$ cat config.mk
export PLATFORM = sky130hd
export DESIGN_NAME = dmi_jtag_cdc_req_sync
export DESIGN_NICKNAME = d
export VERILOG_FILES = /design/src/rtl/dmi_sync_pkg.sv /design/src/rtl/dmi_sync_bit.sv /design/src/rtl/dmi_jtag_cdc_req_sync.sv
export SDC_FILE = /design/constraint.sdc
export NUM_CORES = 1
export LEC_CHECK = 0
export CAP_MARGIN = 25
export CORE_MARGIN = 1
export CORE_UTILIZATION = 31
export DETAILED_ROUTE_END_ITERATION = 12
export PLACE_DENSITY = 0.69
export REMOVE_ABC_BUFFERS = 1
export SLEW_MARGIN = 20
export SYNTH_ARGS = -nofsm -noshare
export SYNTH_HDL_FRONTEND = slang
export SYNTH_SLANG_ARGS = --single-unit
$ cat constraint.sdc
create_clock -name clk -period 0.8 [get_ports clk]
set_input_delay 0.16 -clock clk [delete_from_list [all_inputs] [get_ports clk]]
set_output_delay 0.16 -clock clk [all_outputs]
set_load 0.01 [all_outputs]
$ cat src/rtl/dmi_sync_pkg.sv
// Shared constants and parameter validation for the DMI request synchroniser.
package dmi_sync_pkg;

  localparam int unsigned EDGE_RISE = 0;
  localparam int unsigned EDGE_FALL = 1;
  localparam int unsigned EDGE_BOTH = 2;

  localparam int unsigned OVR_CNT_W = 8;
  localparam logic [OVR_CNT_W-1:0] OVR_CNT_MAX = 8'd255;

  function automatic bit sync_params_ok(input int unsigned num_ch,
                                        input int unsigned sync_stages,
                                        input int unsigned edge_mode,
                                        input int unsigned wr_ch);
    return (num_ch >= 1) && (num_ch <= 16) &&
           (sync_stages >= 2) && (sync_stages <= 4) &&
           (edge_mode <= EDGE_BOTH) && (wr_ch < num_ch);
  endfunction

endpackage

$ cat src/rtl/dmi_sync_bit.sv
// One request channel: sync chain, edge detect, pending/overrun state.
// Optional saturating overrun counter enabled by DMI_SYNC_OVR_CNT_EN.
module dmi_sync_bit
  import dmi_sync_pkg::*;
#(
  parameter int unsigned SYNC_STAGES = 2,
  parameter int unsigned EDGE_MODE   = EDGE_RISE
) (
  input  logic                 clk,
  input  logic                 rst_n,
  input  logic                 req_in,
  input  logic                 ch_ready,
  input  logic                 ovr_clr,
  output logic                 ch_valid,
  output logic                 ch_overrun,
  output logic [OVR_CNT_W-1:0] ovr_cnt
);

  logic [SYNC_STAGES-1:0] sync_q;
  logic                   hist_q;
  logic                   sync_last;
  logic                   edge_det;
  logic                   pend_q, pend_d;
  logic                   ovr_q, ovr_d;
  logic                   ovr_set;

  assign sync_last = sync_q[SYNC_STAGES-1];

  always_comb begin
    edge_det = 1'b0;
    case (EDGE_MODE)
      EDGE_FALL: edge_det = ~sync_last & hist_q;
      EDGE_BOTH: edge_det = sync_last ^ hist_q;
      default:   edge_det = sync_last & ~hist_q;
    endcase
  end

  // An edge landing on an unconsumed event merges into it and flags overrun.
  always_comb begin
    ovr_set = edge_det & pend_q & ~ch_ready;
    pend_d  = pend_q;
    if (edge_det) begin
      pend_d = 1'b1;
    end else if (pend_q && ch_ready) begin
      pend_d = 1'b0;
    end
    ovr_d = ovr_q;
    if (ovr_set) begin
      ovr_d = 1'b1;
    end else if (ovr_clr) begin
      ovr_d = 1'b0;
    end
  end

  always_ff @(posedge clk or negedge rst_n) begin
    if (!rst_n) begin
      sync_q <= '0;
      hist_q <= 1'b0;
      pend_q <= 1'b0;
      ovr_q  <= 1'b0;
    end else begin
      sync_q <= {sync_q[SYNC_STAGES-2:0], req_in};
      hist_q <= sync_last;
      pend_q <= pend_d;
      ovr_q  <= ovr_d;
    end
  end

  assign ch_valid   = pend_q;
  assign ch_overrun = ovr_q;

`ifdef DMI_SYNC_OVR_CNT_EN
  logic [OVR_CNT_W-1:0] cnt_q, cnt_d;

  always_comb begin
    cnt_d = cnt_q;
    if (ovr_set) begin
      if (ovr_clr) begin
        cnt_d = OVR_CNT_W'(1);
      end else if (cnt_q != OVR_CNT_MAX) begin
        cnt_d = cnt_q + 1'b1;
      end
    end else if (ovr_clr) begin
      cnt_d = '0;
    end
  end

  always_ff @(posedge clk or negedge rst_n) begin
    if (!rst_n) begin
      cnt_q <= '0;
    end else begin
      cnt_q <= cnt_d;
    end
  end

  assign ovr_cnt = cnt_q;
`else
  assign ovr_cnt = '0;
`endif

endmodule

$ cat src/rtl/dmi_jtag_cdc_req_sync.sv
// Multi-channel TCK-to-core request synchroniser with valid/ready handshake.
// Optional per-channel overrun counters enabled by DMI_SYNC_OVR_CNT_EN.
module dmi_jtag_cdc_req_sync
  import dmi_sync_pkg::*;
#(
  parameter int unsigned NUM_CH      = 2,
  parameter int unsigned SYNC_STAGES = 2,
  parameter int unsigned EDGE_MODE   = EDGE_RISE,
  parameter int unsigned WR_CH       = 0
) (
  input  logic                        clk,
  input  logic                        rst_n,
  input  logic [NUM_CH-1:0]           req_in,
  input  logic [NUM_CH-1:0]           ch_ready,
  input  logic [NUM_CH-1:0]           ovr_clr,
  output logic [NUM_CH-1:0]           ch_valid,
  output logic [NUM_CH-1:0]           ch_overrun,
  output logic                        reg_en,
  output logic                        reg_wr_en,
  output logic [OVR_CNT_W*NUM_CH-1:0] ovr_cnt
);

  if (!sync_params_ok(NUM_CH, SYNC_STAGES, EDGE_MODE, WR_CH)) begin : g_param_err
    $fatal(1, "dmi_jtag_cdc_req_sync: parameter out of range");
  end

  for (genvar i = 0; i < NUM_CH; i++) begin : g_ch
    dmi_sync_bit #(
      .SYNC_STAGES (SYNC_STAGES),
      .EDGE_MODE   (EDGE_MODE)
    ) u_bit (
      .clk        (clk),
      .rst_n      (rst_n),
      .req_in     (req_in[i]),
      .ch_ready   (ch_ready[i]),
      .ovr_clr    (ovr_clr[i]),
      .ch_valid   (ch_valid[i]),
      .ch_overrun (ch_overrun[i]),
      .ovr_cnt    (ovr_cnt[i*OVR_CNT_W +: OVR_CNT_W])
    );
  end

  assign reg_en    = |ch_valid;
  assign reg_wr_en = ch_valid[WR_CH];

endmodule

==> metrics.txt <==
# TYPE chip_impl_metric gauge
chip_impl_info{name="cts_tree",value="built"} 1
chip_impl_metric{name="drive_above_1_share",unit="%"} 33.3
chip_impl_metric{name="skew",unit="ns"} 0.00229
chip_impl_metric{name="final-max-slew-violation-count",unit=""} 0
chip_impl_metric{name="routed_vias_inst",unit=""} 3.71
chip_impl_metric{name="detail_route.wl_per_cell",unit="um"} 8.33
chip_impl_metric{name="placed_cells",unit=""} 68
chip_impl_metric{name="synth.mux.area_fraction",unit="%"} 0
chip_impl_metric{name="diodes",unit=""} 0
chip_impl_metric{name="critical_path_data_required_time",unit="ns"} 0.64
chip_impl_metric{name="gpl.final_weighted_congestion",unit=""} 0.616
chip_impl_metric{name="cts_inserted_buffers",unit=""} 3
chip_impl_metric{name="fmaxAchievable",unit="GHz"} 0.872
chip_impl_metric{name="die_area",unit="um2"} 1750
chip_impl_metric{name="grt.met3_usage",unit="%"} 5.65
chip_impl_metric{name="drt_first_pass_iters",unit=""} 2
chip_impl_metric{name="synth.lib_cells_used.distinct",unit=""} 9
chip_impl_metric{name="postSynthRegisterBits",unit=""} 10
chip_impl_metric{name="irDropWorstVdd",unit="mV"} 0.797
chip_impl_metric{name="numClockSinks",unit=""} 10
chip_impl_metric{name="htree_num_levels",unit=""} 1
chip_impl_metric{name="worst_slack",unit="ns"} -0.347
chip_impl_metric{name="num-nets-final",unit=""} 67
chip_impl_metric{name="synth_simple_gate_area_share",unit="%"} 11.0
chip_impl_metric{name="die-width",unit="um"} 41.8
chip_impl_metric{name="drt_drc_violations_left",unit=""} 0
chip_impl_info{name="synth_top_family_by_area",value="buffers and inverters"} 1
chip_impl_metric{name="postRouteAntennaNets",unit=""} 0
chip_impl_metric{name="count_of_max_cap_constraint_violations",unit=""} 0
chip_impl_metric{name="synth_compound_area_share",unit="%"} 5.10
chip_impl_metric{name="first_global_vias",unit=""} 201
chip_impl_metric{name="core_area",unit="um2"} 1380
chip_impl_metric{name="die_height",unit="um"} 41.8
chip_impl_metric{name="top_level_ports",unit=""} 30
chip_impl_metric{name="global_route.overflow_total",unit=""} 0
chip_impl_metric{name="cts_buffer_depth",unit=""} 2
chip_impl_metric{name="wl",unit="um"} 600
chip_impl_metric{name="grt_first_pass_wirelength",unit="um"} 897
chip_impl_metric{name="finalHoldViolCount",unit=""} 0
chip_impl_metric{name="yosys.area_share.xor_xnor",unit="%"} 0
chip_impl_metric{name="port_buffers",unit=""} 13
chip_impl_metric{name="clk_transition_reported_paths",unit="ns"} 0.06
chip_impl_info{name="synth_area_leaders",value="sky130_fd_sc_hd__dfrtp_1, sky130_fd_sc_hd__buf_4, sky130_fd_sc_hd__nand2b_4, sky130_fd_sc_hd__o22ai_2, sky130_fd_sc_hd__nand2b_1"} 1
chip_impl_info{name="area_leader_netlist",value="sky130_fd_sc_hd__dfrtp_1"} 1
chip_impl_metric{name="std_cell_rows",unit=""} 13
chip_impl_metric{name="synth.top_cell.area_share",unit="%"} 51.0
chip_impl_metric{name="period_share",unit="%"} 143
chip_impl_metric{name="syn2layout_area_growth",unit="%"} 25.3
chip_impl_metric{name="avgSynthCellArea",unit="um2"} 11.7
chip_impl_metric{name="ys_seq_area_share",unit="%"} 51.0
chip_impl_metric{name="initial_utilization",unit="%"} 35.5
chip_impl_metric{name="initialDrtViolationCount",unit=""} 2
chip_impl_metric{name="groute.layer.met2.usage",unit="%"} 9.38
chip_impl_metric{name="instance_count_of_the_mapped_netlist",unit=""} 42
chip_impl_metric{name="antenna_found_initial",unit=""} 0
chip_impl_metric{name="grt_util_met1",unit="%"} 8.70
chip_impl_metric{name="worst-endpoint-arrival",unit="ns"} 0.99
chip_impl_metric{name="cell_area_after_technology_mapping",unit="um2"} 490
chip_impl_metric{name="yosys.area_share.adder",unit="%"} 0
chip_impl_metric{name="cellPowerDensity",unit="nW/um2"} 1770
chip_impl_info{name="crit_path_end_kind",value="primary output"} 1
chip_impl_metric{name="yosys_warnings",unit=""} 0
chip_impl_info{name="rsz0062_at_grt",value="yes"} 1
chip_impl_metric{name="largest_net_degree_at_the_start_of_global_routing",unit=""} 11
chip_impl_info{name="busiest_layer",value="met2"} 1
chip_impl_metric{name="reported_leakage_power",unit="uW"} 0.000323
chip_impl_info{name="failed_checks",value="setup timing"} 1
chip_impl_metric{name="setup_viol",unit=""} 6
chip_impl_info{name="worstSetupPathType",value="reg2out"} 1
chip_impl_metric{name="grt_usage",unit="%"} 7.07
chip_impl_info{name="cts_root_buf",value="sky130_fd_sc_hd__clkbuf_4"} 1
chip_impl_info{name="hold_class",value="in2async"} 1
chip_impl_metric{name="instances_no_fill",unit=""} 72
chip_impl_metric{name="worstPathMaxFanout",unit=""} 2
chip_impl_metric{name="clock_insertion_delay_worst_skew",unit="ns"} 0.26
chip_impl_metric{name="place_area",unit="um2"} 581
chip_impl_metric{name="fin_worst_hold_slack",unit="ns"} 0.216
chip_impl_info{name="startpoint_type",value="flip-flop"} 1
chip_impl_info{name="outcome",value="finished with violations"} 1
chip_impl_metric{name="post_route_cell_area",unit="um2"} 614
chip_impl_metric{name="via_count",unit=""} 267
chip_impl_metric{name="final.min_clock_period",unit="ns"} 1.15
==> final timing paths <==
path	depth (start not counted)	start	to	slack (ns)
max	2	g_ch[0].u_bit.ch_valid$_DFFE_PN0P_	reg_en	-0.35
min	2	rst_n	g_ch[0].u_bit.hist_q$_DFF_PN0_	0.22
max reg2reg	3	g_ch[0].u_bit.ch_valid$_DFFE_PN0P_	g_ch[0].u_bit.ch_overrun$_DFFE_PN0P_	0.04
min reg2reg	0	g_ch[0].u_bit.sync_q[0]$_DFF_PN0_	g_ch[0].u_bit.sync_q[1]$_DFF_PN0_	0.35
max in group asynchronous	2	rst_n	g_ch[1].u_bit.sync_q[1]$_DFF_PN0_	0.48
min in group clk	1	req_in[0]	g_ch[0].u_bit.sync_q[0]$_DFF_PN0_	0.34
==> final cells by class <==
| type | count | area, um2 |
|---|---|---|
| Timing Repair Buffer | 17 | 161 |
| Multi-Input combinational cell | 25 | 154 |
| Fill cell | 143 | 768 |
| Inverter | 2 | 7.51 |
| Tap cell | 15 | 18.8 |
| Sequential cell | 10 | 250 |
| Clock buffer | 3 | 22.5 |
==> sequential cells by signal, summed over array words and instances (netlist names) <==
name and flops:
g_ch.u_bit.sync_q 4, g_ch.u_bit.ch_overrun 2, g_ch.u_bit.ch_valid 2, g_ch.u_bit.hist_q 2
==> critical path, stage by stage (launching register included) <==
cell,delay (ns)
sky130_fd_sc_hd__dfrtp_1,0.37
sky130_fd_sc_hd__or2_1,0.22
sky130_fd_sc_hd__buf_2,0.14
==> timing repair <==
action,CTS,global route
hold buffers,0,0
gates resized for setup,27,2
buffers inserted,0,1
endpoints found under the setup margin,6,10
==> metal layers <==
metal  part of all wire [%]  vias to the layer above
li1                       -                      121
met1                     36                      125
met2                     51                       21
met3                     13                        0
met4                      0                        0
met5                      0                        -
==> where the power goes <==
group          total, uW  internal, uW  leakage, uW  switching [uW]
combinational        215           115     0.000188             100
sequential           551           536     0.000121            15.1
clock                323           173    0.0000138             150
total               1090           823     0.000323             265
==> logic make-up after synthesis <==
| logic type | Yosys count |
|---|---|
| AOI/OAI and AO/OA | 2 |
| and+or+nand+nor | 7 |
| buffers and inverters | 22 |
| other | 1 |
| DFF | 10 |
==> cell usage in the layout (no fill, tap or decap), drive strengths merged <==
| master | Yosys | layout |
|---|---|---|
| conb | 1 | 16 |
| or2 | 1 | 1 |
| buf | 20 | 10 |
| clkdlybuf4s50 | 0 | 7 |
| dfrtp | 10 | 10 |
| o22ai | 2 | 2 |
| nand2b | 4 | 4 |
| inv | 2 | 2 |
| nand2 | 2 | 2 |
| clkbuf | 0 | 3 |
==> synthesized netlist by cell type, drive strengths merged <==
library cell  instances
buf                  20
dfrtp                10
nand2b                4
inv                   2
nand2                 2
o22ai                 2
conb                  1
or2                   1
==> stage by stage <==
step	TNS [ns]	power (uW)	util (%)	setup WS (ns)
floorplan	-0.0840	641	-	-0.0840
global placement	-2.23	759	42.0	-0.391
detailed placement	-2.28	764	42.0	-0.395
CTS	-1.38	1090	42.8	-0.344
global route	-1.66	1160	44.4	-0.409
finish	-1.36	1090	44.4	-0.347
Note: power is estimated with default switching activity, not from simulation.
